## src/rtl/image_feeder.sv

```systemverilog
// Raster-order frame reader feeding a downstream line-buffer window builder under credit flow control.
// Optional bottom-edge zero padding is built only when FEEDER_PAD_EN is defined.
module image_feeder #(
    parameter int unsigned IMG_WIDTH  = 480,
    parameter int unsigned IMG_HEIGHT = 480,
    parameter int unsigned NUM_LINES  = 7,
    parameter int unsigned ADDR_W     = 18
) (
    input  logic              clk,
    input  logic              reset,
    input  logic              start,
    output logic              busy,
    output logic              done,
    output logic [ADDR_W-1:0] mem_addr,
    output logic              mem_rd_en,
    input  logic [7:0]        mem_rd_data,
    output logic [7:0]        pixel,
    output logic              pixel_valid,
    input  logic              window_valid
);

    localparam int unsigned CAP   = NUM_LINES * IMG_WIDTH;
    localparam int unsigned NPIX  = IMG_WIDTH * IMG_HEIGHT;
    localparam int unsigned OCC_W = $clog2(CAP + 1);
    localparam logic [ADDR_W-1:0] LAST_ADDR = ADDR_W'(NPIX - 1);

    typedef enum logic [2:0] {
        IDLE,
        STREAM,
`ifdef FEEDER_PAD_EN
        PAD,
`endif
        FLUSH,
        DONE
    } state_t;

    state_t            state_q, state_d;
    logic [ADDR_W-1:0] addr_q, addr_d;
    logic [OCC_W-1:0]  occ_q, occ_d;
    logic              pv_q;
    logic              pad_issue;
    logic              credit;
    logic [OCC_W:0]    occ_plus;

`ifdef FEEDER_PAD_EN
    localparam int unsigned PAD_N = 5 * IMG_WIDTH;
    localparam int unsigned PAD_W = $clog2(PAD_N + 1);
    logic [PAD_W-1:0] pad_cnt_q, pad_cnt_d;
    logic             pad_pix_q;
`endif

    // The pixel already in flight holds a slot, so it counts against the credit.
    assign occ_plus = {1'b0, occ_q} + {{OCC_W{1'b0}}, pv_q};
    assign credit   = occ_plus < (OCC_W + 1)'(CAP);

    always_comb begin
        state_d   = state_q;
        addr_d    = addr_q;
        mem_rd_en = 1'b0;
        pad_issue = 1'b0;
        done      = 1'b0;
`ifdef FEEDER_PAD_EN
        pad_cnt_d = pad_cnt_q;
`endif
        case (state_q)
            IDLE: begin
                if (start) begin
                    state_d = STREAM;
                    addr_d  = '0;
                end
            end
            STREAM: begin
                if (credit) begin
                    mem_rd_en = 1'b1;
                    addr_d    = addr_q + 1'b1;
                    if (addr_q == LAST_ADDR) begin
`ifdef FEEDER_PAD_EN
                        state_d   = PAD;
                        pad_cnt_d = '0;
`else
                        state_d   = FLUSH;
`endif
                    end
                end
            end
`ifdef FEEDER_PAD_EN
            PAD: begin
                if (credit) begin
                    pad_issue = 1'b1;
                    pad_cnt_d = pad_cnt_q + 1'b1;
                    if (pad_cnt_q == PAD_W'(PAD_N - 1)) state_d = FLUSH;
                end
            end
`endif
            // Entered right after the final issue, so the last pixel leaves during this cycle.
            FLUSH:   state_d = DONE;
            DONE: begin
                done    = 1'b1;
                state_d = IDLE;
            end
            default: state_d = IDLE;
        endcase
    end

    always_comb begin
        occ_d = occ_q;
        if (pv_q && !window_valid) begin
            occ_d = occ_q + 1'b1;
        end else if (!pv_q && window_valid && (occ_q != '0)) begin
            occ_d = occ_q - 1'b1;
        end
    end

    always_ff @(posedge clk or posedge reset) begin
        if (reset) begin
            state_q   <= IDLE;
            addr_q    <= '0;
            occ_q     <= '0;
            pv_q      <= 1'b0;
`ifdef FEEDER_PAD_EN
            pad_cnt_q <= '0;
            pad_pix_q <= 1'b0;
`endif
        end else begin
            state_q   <= state_d;
            addr_q    <= addr_d;
            occ_q     <= occ_d;
            pv_q      <= mem_rd_en | pad_issue;
`ifdef FEEDER_PAD_EN
            pad_cnt_q <= pad_cnt_d;
            pad_pix_q <= pad_issue;
`endif
        end
    end

    assign busy        = (state_q != IDLE);
    assign mem_addr    = addr_q;
    assign pixel_valid = pv_q;
`ifdef FEEDER_PAD_EN
    assign pixel = (pv_q && !pad_pix_q) ? mem_rd_data : '0;
`else
    assign pixel = pv_q ? mem_rd_data : '0;
`endif

endmodule

```

## config.mk

```make
export PLATFORM = sky130hd
export DESIGN_NAME = image_feeder
export DESIGN_NICKNAME = d
export VERILOG_FILES = /design/src/rtl/image_feeder.sv
export SDC_FILE = /design/constraint.sdc
export NUM_CORES = 1
export LEC_CHECK = 0
export CORE_UTILIZATION = 57
export DETAILED_ROUTE_END_ITERATION = 12
export DONT_BUFFER_PORTS = 1
export HOLD_SLACK_MARGIN = 0.12
export MAX_ROUTING_LAYER = met4
export PLACE_DENSITY_LB_ADDON = 0.05
export SYNTH_ARGS = -nofsm -noshare
export SYNTH_HDL_FRONTEND = slang
export SYNTH_SLANG_ARGS = --single-unit
```

## constraint.sdc

```tcl
create_clock -name clk -period 2.5 [get_ports clk]
set_input_delay 0.25 -clock clk [delete_from_list [all_inputs] [get_ports clk]]
set_output_delay 0.25 -clock clk [all_outputs]
set_load 0.02 [all_outputs]
```

==> results.md, run 1 <==
STA:
- The total negative setup slack is 0 ns.
- Headroom to the max-slew limit came out at 71.5%.
- Based on the critical path, the design can be clocked at up to around 440 MHz.
- The time the worst path needs with I/O delays and setup is ~2.3 ns.
- Setup repair after global routing left no endpoint under its margin.
- The worst path uses roughly nine tenths of the clock period.
- Setup violations remaining at the end of the flow were counted as 0.
- The final-report max-slew violation count is 0.
- For the final database, setup skew stands at 0.00811 ns.
- For the pin with the worst max-slew slack, the measured transition is 0.428 ns.
- The final hold violation count is 0.

Yosys:
- The most instantiated library cell after synthesis is sky130_fd_sc_hd__dfrtp_1.
- By area the synthesized netlist is led by sky130_fd_sc_hd__dfrtp_1 38%, sky130_fd_sc_hd__ha_1 9.1%, sky130_fd_sc_hd__o21ai_1 6.2%, sky130_fd_sc_hd__o31ai_1 4.1%, sky130_fd_sc_hd__nand2_1 3.9%.
- The share of the Yosys chip area taken by registers is 37.6%.
- The top cell type by total area after synthesis is sky130_fd_sc_hd__dfrtp_1.
- The combined area of all synthesized cells is 2190 sq um.
- The primary flip-flop cell chosen by synthesis mapping is sky130_fd_sc_hd__dfrtp_1.
- The average instance in the mapped netlist occupies 8.71 sq um.
- The netlist uses 40 different library cells.
- The proportion of netlist area held by the largest area contributor is 37.6%.
- The share of async-settable or async-resettable flops after synthesis is 100%.
- Yosys printed 0 warnings.
- Counting every net in the synthesized netlist gives 281.
- Counting flops with a built-in enable in the synthesized netlist gives 0.
- The number of standard cells after synthesis is 252.
- The synthesized design contains 33 register bits.
- In the synthesized netlist, the cells that appear most often are 33 x sky130_fd_sc_hd__dfrtp_1, 27 x sky130_fd_sc_hd__o21ai_1, 23 x sky130_fd_sc_hd__nand2_1, 22 x sky130_fd_sc_hd__nor2_1, 16 x sky130_fd_sc_hd__ha_1.

Worst setup path:
- The endpoint of the worst setup timing path is occ_q[11]$_DFFE_PP0P_.
- Across all register-to-register paths, the minimum setup slack is 0.23 ns.
- The capture point of the worst reg-to-reg path is occ_q[11]$_DFFE_PP0P_.
- The signal arrival time at the worst endpoint is around 2.5 ns.
- The startpoint identified for the worst register-to-register timing path is pixel_valid$_DFF_PP0_.
- The maximum net fanout on the critical path is 13.
- The worst setup path is launched from a flop.
- The most critical setup path has its startpoint at pixel_valid$_DFF_PP0_.
- The required time of the critical path is approximately 2.7 ns.
- The category of the critical setup timing path is reg -> reg.
- The number of cell instances on the worst register-to-register path is 8.
- The worst setup path is captured at a flop.

Drt:
- Summed over all layers, the routed wires come to approximately 4700 um.
- The detailed-route via count is 1,874.
- The remaining antenna violation count after routing is 0.
- The first TritonRoute pass finished after 7 iterations.
- The detailed-route DRC error count is 0.
- In the final routed layout, each cell accounts on average for ~15 um.
- Using the TritonRoute via totals, the vias-per-cell ratio works out to about 5.9.
- The violation count after the first detailed-route iteration is 109.

Min path:
- The min-delay analysis places its worst path in the category in -> reg.
- In this run the most critical hold path is launched from window_valid.

Clocking:
- The cell sitting at the root of the clock tree is a sky130_fd_sc_hd__clkbuf_8.
- The clock transition at the registers of the reported paths is about 0.070 ns.
- At the later pin of the worst-skew pair, clock insertion delay measures 0.29 ns.
- Buffers inserted during clock tree synthesis total 5.
- The H-tree generated during clock tree synthesis spans 2 levels.
- The number of clock sinks seen by CTS is 33.
- TritonCTS built the clock tree.
- The clock passes through at most 2 buffers.

Layout:
- Cells with a size suffix above 1 make up 11.2% of the layout.
- The area growth from synthesis to final layout is 13.1%.
- The count of cells in the finished layout, fillers not included, comes to ~320.
- The fraction of the core area covered by cells at the end of the flow is 67.3%.
- The repair_antennas step left the layout with diodes totalling 0.
- At the end of the flow, the number of nets in the layout was 298.

Placed design:
- Buffers placed on the I/O ports in this run total 0.
- Routability-driven placement finished with a final weighted congestion of ~0.85.
- The half-perimeter wire length after detailed placement is 3380 um.
- Including well taps, the total number of placed cells is just over 300.

Power and ir drop:
- VDD sags by at most between 500 and 600 uV.
- The static leakage is about 1.1 nW.
- The final total power is 3.03 mW.
- In this run the power density over the cells is 1220 nW/um^2.

Floorplan:
- The die covers 4100 sq um.
- The floorplan step set the die width to 64.1 um.
- The standard-cell row count is 22.
- The total I/O pin count is 42.
- The starting density of the core is ~60%.
- The floorplan die height is 64.1 um.
- The area of the placeable core is 3690 sq um.

Global routing:
- Entering global routing, the biggest net connects 34 pins.
- For this run, the total global-route usage over all layers was measured as about a quarter.
- The first global-routing pass estimated 8160 um of wire.
- The initial antenna violation count is 0.
- The via count of the first global-routing pass came to between 1,500 and 2,000.
- Summed over all layers, the global routing overflow is 0.

Status:
- The flow ran to the end, and the final reports show no timing, DRC or antenna violations.

Flow run:
- The total of max-cap violations is 0.
==> stage by stage <==
stage | worst slack (ns) | cell area (sq um) | hold slack [ns]
floorplan | 0.0189 | 2200 | 0.379
global placement | 0.106 | 2350 | 0.265
detailed placement | 0.0774 | 2350 | 0.269
CTS | 0.0333 | 2460 | 0.285
global route | 0.0890 | 2480 | 0.313
finish | 0.234 | 2480 | 0.286
==> timing repair <==
action / 4_1_cts / 5_1_grt
endpoints found under the hold margin: 33 / 0
hold buffers: 1 / 0
endpoints found under the setup margin: 0 / 1
setup buffers: 0 / 0
gates resized for setup: 0 / 3
==> placed cells by master, fill, tap and decap left out, drive strengths merged, types with 7 or more instances in the layout <==
| cell | instances |
|---|---|
| nand2 | 23 |
| ha | 16 |
| buf | 16 |
| nand3 | 9 |
| dfrtp | 33 |
| o31ai | 12 |
| and2 | 12 |
| xnor2 | 7 |
| a21oi | 7 |
| inv | 14 |
| o21ai | 34 |
| nor2 | 22 |
==> metal layers <==
metal  global-route usage (%)  wire length (um)  up-vias
met2                     38.2              1950       61
li1                         -                 -      949
met5                        -                 0        -
met1                     36.5              2430      858
met4                     6.82                52        0
met3                     7.32               275        6
==> final cells by class <==
cell class	count	area [sq um]
multi-input combinational	198	1310
fill	320	1210
sequential	33	827
timing repair buffer	17	130
clock buffer	5	68.8
tap	48	60.1
inverter	14	52.6
clock inverter	2	35.0
==> power breakdown <==
group          total [mW]  switching, mW  internal, mW
combinational        1.59          0.913         0.677
sequential          0.950          0.245         0.705
clock               0.489          0.199         0.290
==> how the worst min path moves through the flow <==
stage | endpoint | depth (start not counted)
after floorplan | mem_addr[0]$_DFFE_PP0P_ | 1
after global placement | mem_addr[8]$_DFFE_PP0P_ | 2
after detailed placement | mem_addr[8]$_DFFE_PP0P_ | 2
after CTS | occ_q[11]$_DFFE_PP0P_ | 3
after global routing | occ_q[11]$_DFFE_PP0P_ | 3
final | occ_q[11]$_DFFE_PP0P_ | 3
==> cell families (layout without fill, tap and decap cells) <==
group	Yosys count	after routing	share of synthesized area (%)
simple gates	91	91	20.4
compound gates	76	76	22.4
flops	33	33	37.6
buf+inv	21	38	3.65
fa+ha+maj	17	17	10.0
xor+xnor	10	10	3.99
mux	4	4	1.94
==> critical path, cell delays in order, from the launching register on <==
cell                       delay [ns]
sky130_fd_sc_hd__dfrtp_2         0.42
sky130_fd_sc_hd__nand2b_4        0.16
sky130_fd_sc_hd__ha_1            0.28
sky130_fd_sc_hd__a211oi_2        0.22
sky130_fd_sc_hd__nor2_1          0.11
sky130_fd_sc_hd__a211o_1         0.29
sky130_fd_sc_hd__o41ai_2         0.32
sky130_fd_sc_hd__mux2i_1         0.25
sky130_fd_sc_hd__xor2_1          0.15
==> registers in the layout, indices dropped and copies added, names as in the netlist <==
signal,flops
occ_q,12
state_q,2
mem_addr,18
pixel_valid,1
Note: power is estimated with default switching activity, not from simulation.
==> run 2, diff against run 1 <==
- CAP_MARGIN: unset -> 10
==> results of run 2 <==
Final layout, timing and power as in run 1 (identical DEF).
